**src/rtl/bcd_addsub_serial.sv**
```systemverilog
// Digit-serial packed-BCD adder/subtractor: one decimal-corrected digit slice,
// least-significant digit first, with valid/ready handshakes on both sides.
module bcd_addsub_serial #(
  parameter int DIGITS = 4
) (
  input  logic                clk,
  input  logic                rst,
  input  logic                in_valid,
  output logic                in_ready,
  input  logic [4*DIGITS-1:0] a,
  input  logic [4*DIGITS-1:0] b,
  input  logic                cin,
  input  logic                sub,
  output logic                out_valid,
  input  logic                out_ready,
  output logic [4*DIGITS-1:0] sum,
  output logic                cout,
  output logic                err,
  output logic                busy
);

  localparam int W  = 4 * DIGITS;
  localparam int CW = (DIGITS > 1) ? $clog2(DIGITS) : 1;

  typedef enum logic [1:0] {IDLE, RUN, DONE} state_t;

  state_t          state, state_nxt;
  logic [W-1:0]    a_r, b_r;
  logic            sub_r, c_r;
  logic [CW-1:0]   cnt;
  logic            last;

  logic [3:0]      x, bd, y, digit;
  logic [4:0]      raw, raw_adj;
  logic            c_nxt;
  logic            bad_in;

  assign in_ready  = (state == IDLE);
  assign busy      = (state == RUN);
  assign out_valid = (state == DONE);
  assign last      = (cnt == CW'(DIGITS - 1));

  // Subtraction runs as A + nines-complement(B) with the borrow folded into the carry.
  always_comb begin
    x       = a_r[4*cnt +: 4];
    bd      = b_r[4*cnt +: 4];
    y       = sub_r ? (4'd9 - bd) : bd;
    raw     = {1'b0, x} + {1'b0, y} + {4'd0, c_r};
    raw_adj = raw + 5'd6;
    if (raw > 5'd9) begin
      digit = raw_adj[3:0];
      c_nxt = 1'b1;
    end else begin
      digit = raw[3:0];
      c_nxt = 1'b0;
    end
  end

  // NOTE: every variable assigned in always_comb gets a default first, so no latch is inferred.
  always_comb begin
    bad_in = 1'b0;
    for (int i = 0; i < DIGITS; i++) begin
      if (a[4*i +: 4] > 4'd9 || b[4*i +: 4] > 4'd9) bad_in = 1'b1;
    end
  end

  always_comb begin
    state_nxt = state;
    case (state)
      IDLE:    if (in_valid)  state_nxt = RUN;
      RUN:     if (last)      state_nxt = DONE;
      DONE:    if (out_ready) state_nxt = IDLE;
      default:                state_nxt = IDLE;
    endcase
  end

  // NOTE: sequential state uses non-blocking assignments so all registers update together.
  always_ff @(posedge clk or posedge rst) begin
    if (rst) state <= IDLE;
    else     state <= state_nxt;
  end

  always_ff @(posedge clk or posedge rst) begin
    if (rst) begin
      a_r   <= '0;
      b_r   <= '0;
      sub_r <= 1'b0;
      c_r   <= 1'b0;
      cnt   <= '0;
      sum   <= '0;
      cout  <= 1'b0;
      err   <= 1'b0;
    end else begin
      case (state)
        IDLE: begin
          if (in_valid) begin
            a_r   <= a;
            b_r   <= b;
            sub_r <= sub;
            c_r   <= sub ? ~cin : cin;
            cnt   <= '0;
            err   <= bad_in;
          end
        end
        RUN: begin
          sum[4*cnt +: 4] <= digit;
          c_r             <= c_nxt;
          // Wrap so the slice index never leaves the operand range.
          cnt             <= last ? '0 : cnt + CW'(1);
          if (last) cout  <= sub_r ? ~c_nxt : c_nxt;
        end
        default: ;
      endcase
    end
  end

endmodule

```
**config.mk**
```make
export PLATFORM = sky130hd
export DESIGN_NAME = bcd_addsub_serial
export DESIGN_NICKNAME = d
export VERILOG_FILES = /design/src/rtl/bcd_addsub_serial.sv
export SDC_FILE = /design/constraint.sdc
export NUM_CORES = 1
export LEC_CHECK = 0
export BUFFER_PORTS_ARGS = -buffer_cell sky130_fd_sc_hd__buf_2
export CAP_MARGIN = 20
export CORE_MARGIN = 3
export CORE_UTILIZATION = 56
export CTS_CLUSTER_DIAMETER = 40
export CTS_CLUSTER_SIZE = 28
export DETAILED_ROUTE_END_ITERATION = 7
export PLACE_DENSITY = 0.85
export SETUP_SLACK_MARGIN = 0.5
export SYNTH_ARGS = -nofsm -noshare
export SYNTH_HDL_FRONTEND = slang
export SYNTH_SLANG_ARGS = --single-unit
```
**constraint.sdc**
```tcl
create_clock -name clk -period 8 [get_ports clk]
set_input_delay 1.2 -clock clk [delete_from_list [all_inputs] [get_ports clk]]
set_output_delay 1.2 -clock clk [all_outputs]
set_load 0.01 [all_outputs]
```
==> impl_summary.md <==
Run status
The run finished with clean final reports.

Synthesis
Counting flops with a built-in enable in the synthesized netlist gives 0. In the synthesized netlist, the number of instances is 300. The warning count from the yosys run is 0. sky130_fd_sc_hd__dfrtp_1 takes more of the synthesized area than any other cell. The mean area per synthesized cell is roughly 9.4 um2. The proportion of register bits with asynchronous set or reset after synthesis is 1.00. The predominant post-synthesis flop cell is sky130_fd_sc_hd__dfrtp_1. Of the synthesized area, sequential elements account for 0.498. Of the post-synthesis cell area, the dominant cell type holds 0.498. By area the synthesized netlist is led by sky130_fd_sc_hd__dfrtp_1 50%, sky130_fd_sc_hd__nand2_1 16%, sky130_fd_sc_hd__mux4_2 6.4%. The number of different library cells used by synthesis comes to 37. The netlist area before placement is ~2800 um2. The number of nets handed over by synthesis was roughly 350. After synthesis the netlist holds a flip-flop and latch count of 56.

GRT
The first global-routing pass estimated slightly above 10000 um of wire. The initial antenna violation count is 0. The total overflow left after global routing is 0. The global-route usage over all layers is 0.209.

The maximum number of pins on one net before global-route repair is 57. The number of global-route vias before repair is 2197.

Clock tree
After clock tree synthesis, the clock-pin slew on the worst setup and hold paths is 0.09 ns. Clock latency on the worst-skew pair, taken at its later pin, is just over 0.3 ns. Gates resized during post-CTS repair numbered 0.

Post-CTS timing repair inserted 0 buffers for setup. The number of clock sinks is between 50 and 60. The H-tree was split into 2 levels. Clock tree synthesis inserted a total of 5 buffers. The worst-case clock buffer depth is 2. The CTS tree is built.

The clock root buffer master is sky130_fd_sc_hd__clkbuf_8. The quantity of hold-fixing buffers added after cts is 0.

Worst hold path
The hold path startpoint is sum[0]. The path class of the tightest hold or removal check is flop to flop. Counting instances, the worst hold path has a depth of 2. The worst hold path terminates at sum[0].

Timing
For the pin with the worst max-slew slack, the measured transition is 0.711 ns. The number of max-slew violations in the final report is 0. After routing, the total negative slack on setup checks comes to 0 ns. Measured against its own limit, the worst slew margin works out to 0.526. The share of the clock period used by the worst path after layout is 0.531. The smallest clock period supported by the final layout is computed as around 4.3 ns. Based on the critical path, the design can be clocked at up to ~240 MHz. Setup repair after global routing left no endpoint under its margin. The total count of hold-check failures in the final report is 0. Between clock sinks in the finished design, the worst skew comes to 0.00432 ns. Setup violations remaining at the end of the flow were counted as 0.

Critical path
STA puts the critical path data arrival time at between 4 and 5 ns. The largest fanout on the critical path is 16. In this run the critical register-to-register path is captured at sum[2].

Walking the worst path, the cells encountered are mux4_2 > xnor2_1 > fa_1 > fa_1 > xnor2_1 > inv_1 > ha_1 > o21bai_1 > a2111oi_0 > a311o_2 > a22o_1. The worst register-to-register path has a depth of 11. The startpoint kind of the worst setup timing path is a flop. Setup slack on the worst reg-to-reg path comes out at between 3 and 4 ns. The largest delay contributor family on the critical path is adder cells. The worst setup path is captured at a flop. The startpoint-to-endpoint class of the critical path is flop to flop.

The largest individual stage delay along the critical path comes from the cell sky130_fd_sc_hd__dfrtp_1. The total buffers and inverters traversed by the critical path is 1. In this run the critical register-to-register path is launched from cnt[0].

At the worst endpoint, the required time is around 8.3 ns. The highest cell delay on the worst timing path is slightly above 0.8 ns.

Detailed routing
The total iterations of the first detailed-routing run is 4. In the routed layout, each cell is associated on average with a via count of 5.32. In the detailed route, the total length drawn on met3 is ~270 um. After detailed routing, the average wire length per cell comes to between 10 and 15 um.

The via count of the routed design is between 2000 and 2500. The remaining design rule violation count is 0. The routed design uses 3020 um of met2 wire. The detailed router put a total of around 2600 um of wire on met1. The final routed wirelength across all metal layers is ~6000 um. Once detail routing completed, the nets flagged for antenna violations numbered 0. After the first detailed-routing iteration, the DRC count stood at 140. The highest metal layer carrying signal wires in the routed design is met4.

Floorplan
The area of the die is about 6000 um2. From left edge to right edge, the die measures about 77 um. The die boundary height is between 70 and 80 um. The effective utilization at floorplan is 0.587. The core region is 4790 um2. The boundary pin count is approximately 60. After floorplanning, the core was divided into 25 placement rows.

Layout
The count of fill cells added during filler insertion is roughly 370. The antenna cell count is 0. The top cell types in the final layout, fill and taps aside, are 123 x sky130_fd_sc_hd__nand2_1, 58 x sky130_fd_sc_hd__buf_2, 56 x sky130_fd_sc_hd__dfrtp_1. The number of nets in the layout is approximately 400. Leaving out fill and tap cells, the most frequent cell in the layout is sky130_fd_sc_hd__nand2_1. From synthesis to final layout, the design area changed by 18.8%. The share of the core filled with cells is 0.698. The fraction of layout cells with a size suffix above 1 is 0.225.

Job
Max-cap violations in this run came to 0.

Placement
At the end of routability-driven placement, the weighted congestion stood at between 0.8 and 0.9. The post-DP HPWL is 4400 um. The count of port buffers added during placement is 58.
-- final cells by class --
cell class                 instances  area (um2)  area share
timing repair buffer              61         353       0.106
tap                               67        83.8      0.0251
inverter                          17        63.8      0.0191
sequential                        56        1400       0.420
multi-input combinational        218        1310       0.393
clock inverter                     1        30.0     0.00899
clock buffer                       7        96.3      0.0288
-- synthesized netlist by cell type (all sizes together), types with 2 or more instances --
cell	number
nand2b	6
nand4	2
nor2	4
xnor2	4
fa	2
a22o	4
or3	2
ha	12
o2bb2ai	2
inv	17
nand3	2
o21ai	26
nand2	123
dfrtp	56
mux4	8
and2	2
clkbuf	8
-- metal layers --
metal	track usage	up-vias
met2	0.350	64
li1	-	1112
met3	0.0399	11
met4	0.0743	0
met5	0	-
met1	0.272	1083
-- metrics by stage --
step | hold WS (ns) | setup WS (ns) | cell area (um2) | cells
floorplan | 0.440 | 4.19 | 2810 | 300
global placement | 0.450 | 3.90 | 3160 | 417
detailed placement | 0.462 | 3.74 | 3190 | 418
CTS | 0.486 | 3.70 | 3310 | 426
global route | 0.504 | 3.48 | 3340 | 427
finish | 0.479 | 3.75 | 3340 | 427
-- flip-flops by register name, summed over array words and instances, names as in the netlist --
signal and flops:
state 2, b_r 16, err 1, cout 1
sub_r 1, a_r 16, sum 16, cnt 2
c_r 1
-- worst reg2reg max path, cell delays in order (launching register included) --
cell	delay (ns)
sky130_fd_sc_hd__dfrtp_1	0.81
sky130_fd_sc_hd__mux4_2	0.60
sky130_fd_sc_hd__xnor2_1	0.16
sky130_fd_sc_hd__fa_1	0.43
sky130_fd_sc_hd__fa_1	0.41
sky130_fd_sc_hd__xnor2_1	0.38
sky130_fd_sc_hd__inv_1	0.12
sky130_fd_sc_hd__ha_1	0.31
sky130_fd_sc_hd__o21bai_1	0.16
sky130_fd_sc_hd__a2111oi_0	0.43
sky130_fd_sc_hd__a311o_2	0.24
sky130_fd_sc_hd__a22o_1	0.15
-- how the worst max path moves through the flow --
stage | from | endpoint | slack, ns | cells after the start
floorplan | cnt[0] | sum[10] | 4.19 | 11
CTS | cnt[0] | sum[2] | 3.70 | 11
global placement | cnt[0] | sum[14] | 3.90 | 10
global route | cnt[0] | sum[2] | 3.48 | 11
finish | cnt[0] | sum[2] | 3.75 | 11
detailed placement | cnt[0] | sum[2] | 3.74 | 11
-- kinds of logic after synthesis --
| kind of cell | share of synthesized area |
|---|---|
| compound gates | 0.100 |
| xor+xnor | 0.0156 |
| fa+ha+maj | 0.0676 |
| buf+inv | 0.0352 |
| flops | 0.498 |
| mux | 0.0676 |
| simple gates | 0.215 |
Power is not shown: default switching activity piles up to over one toggle a cycle in this logic, so the estimate is an artifact.
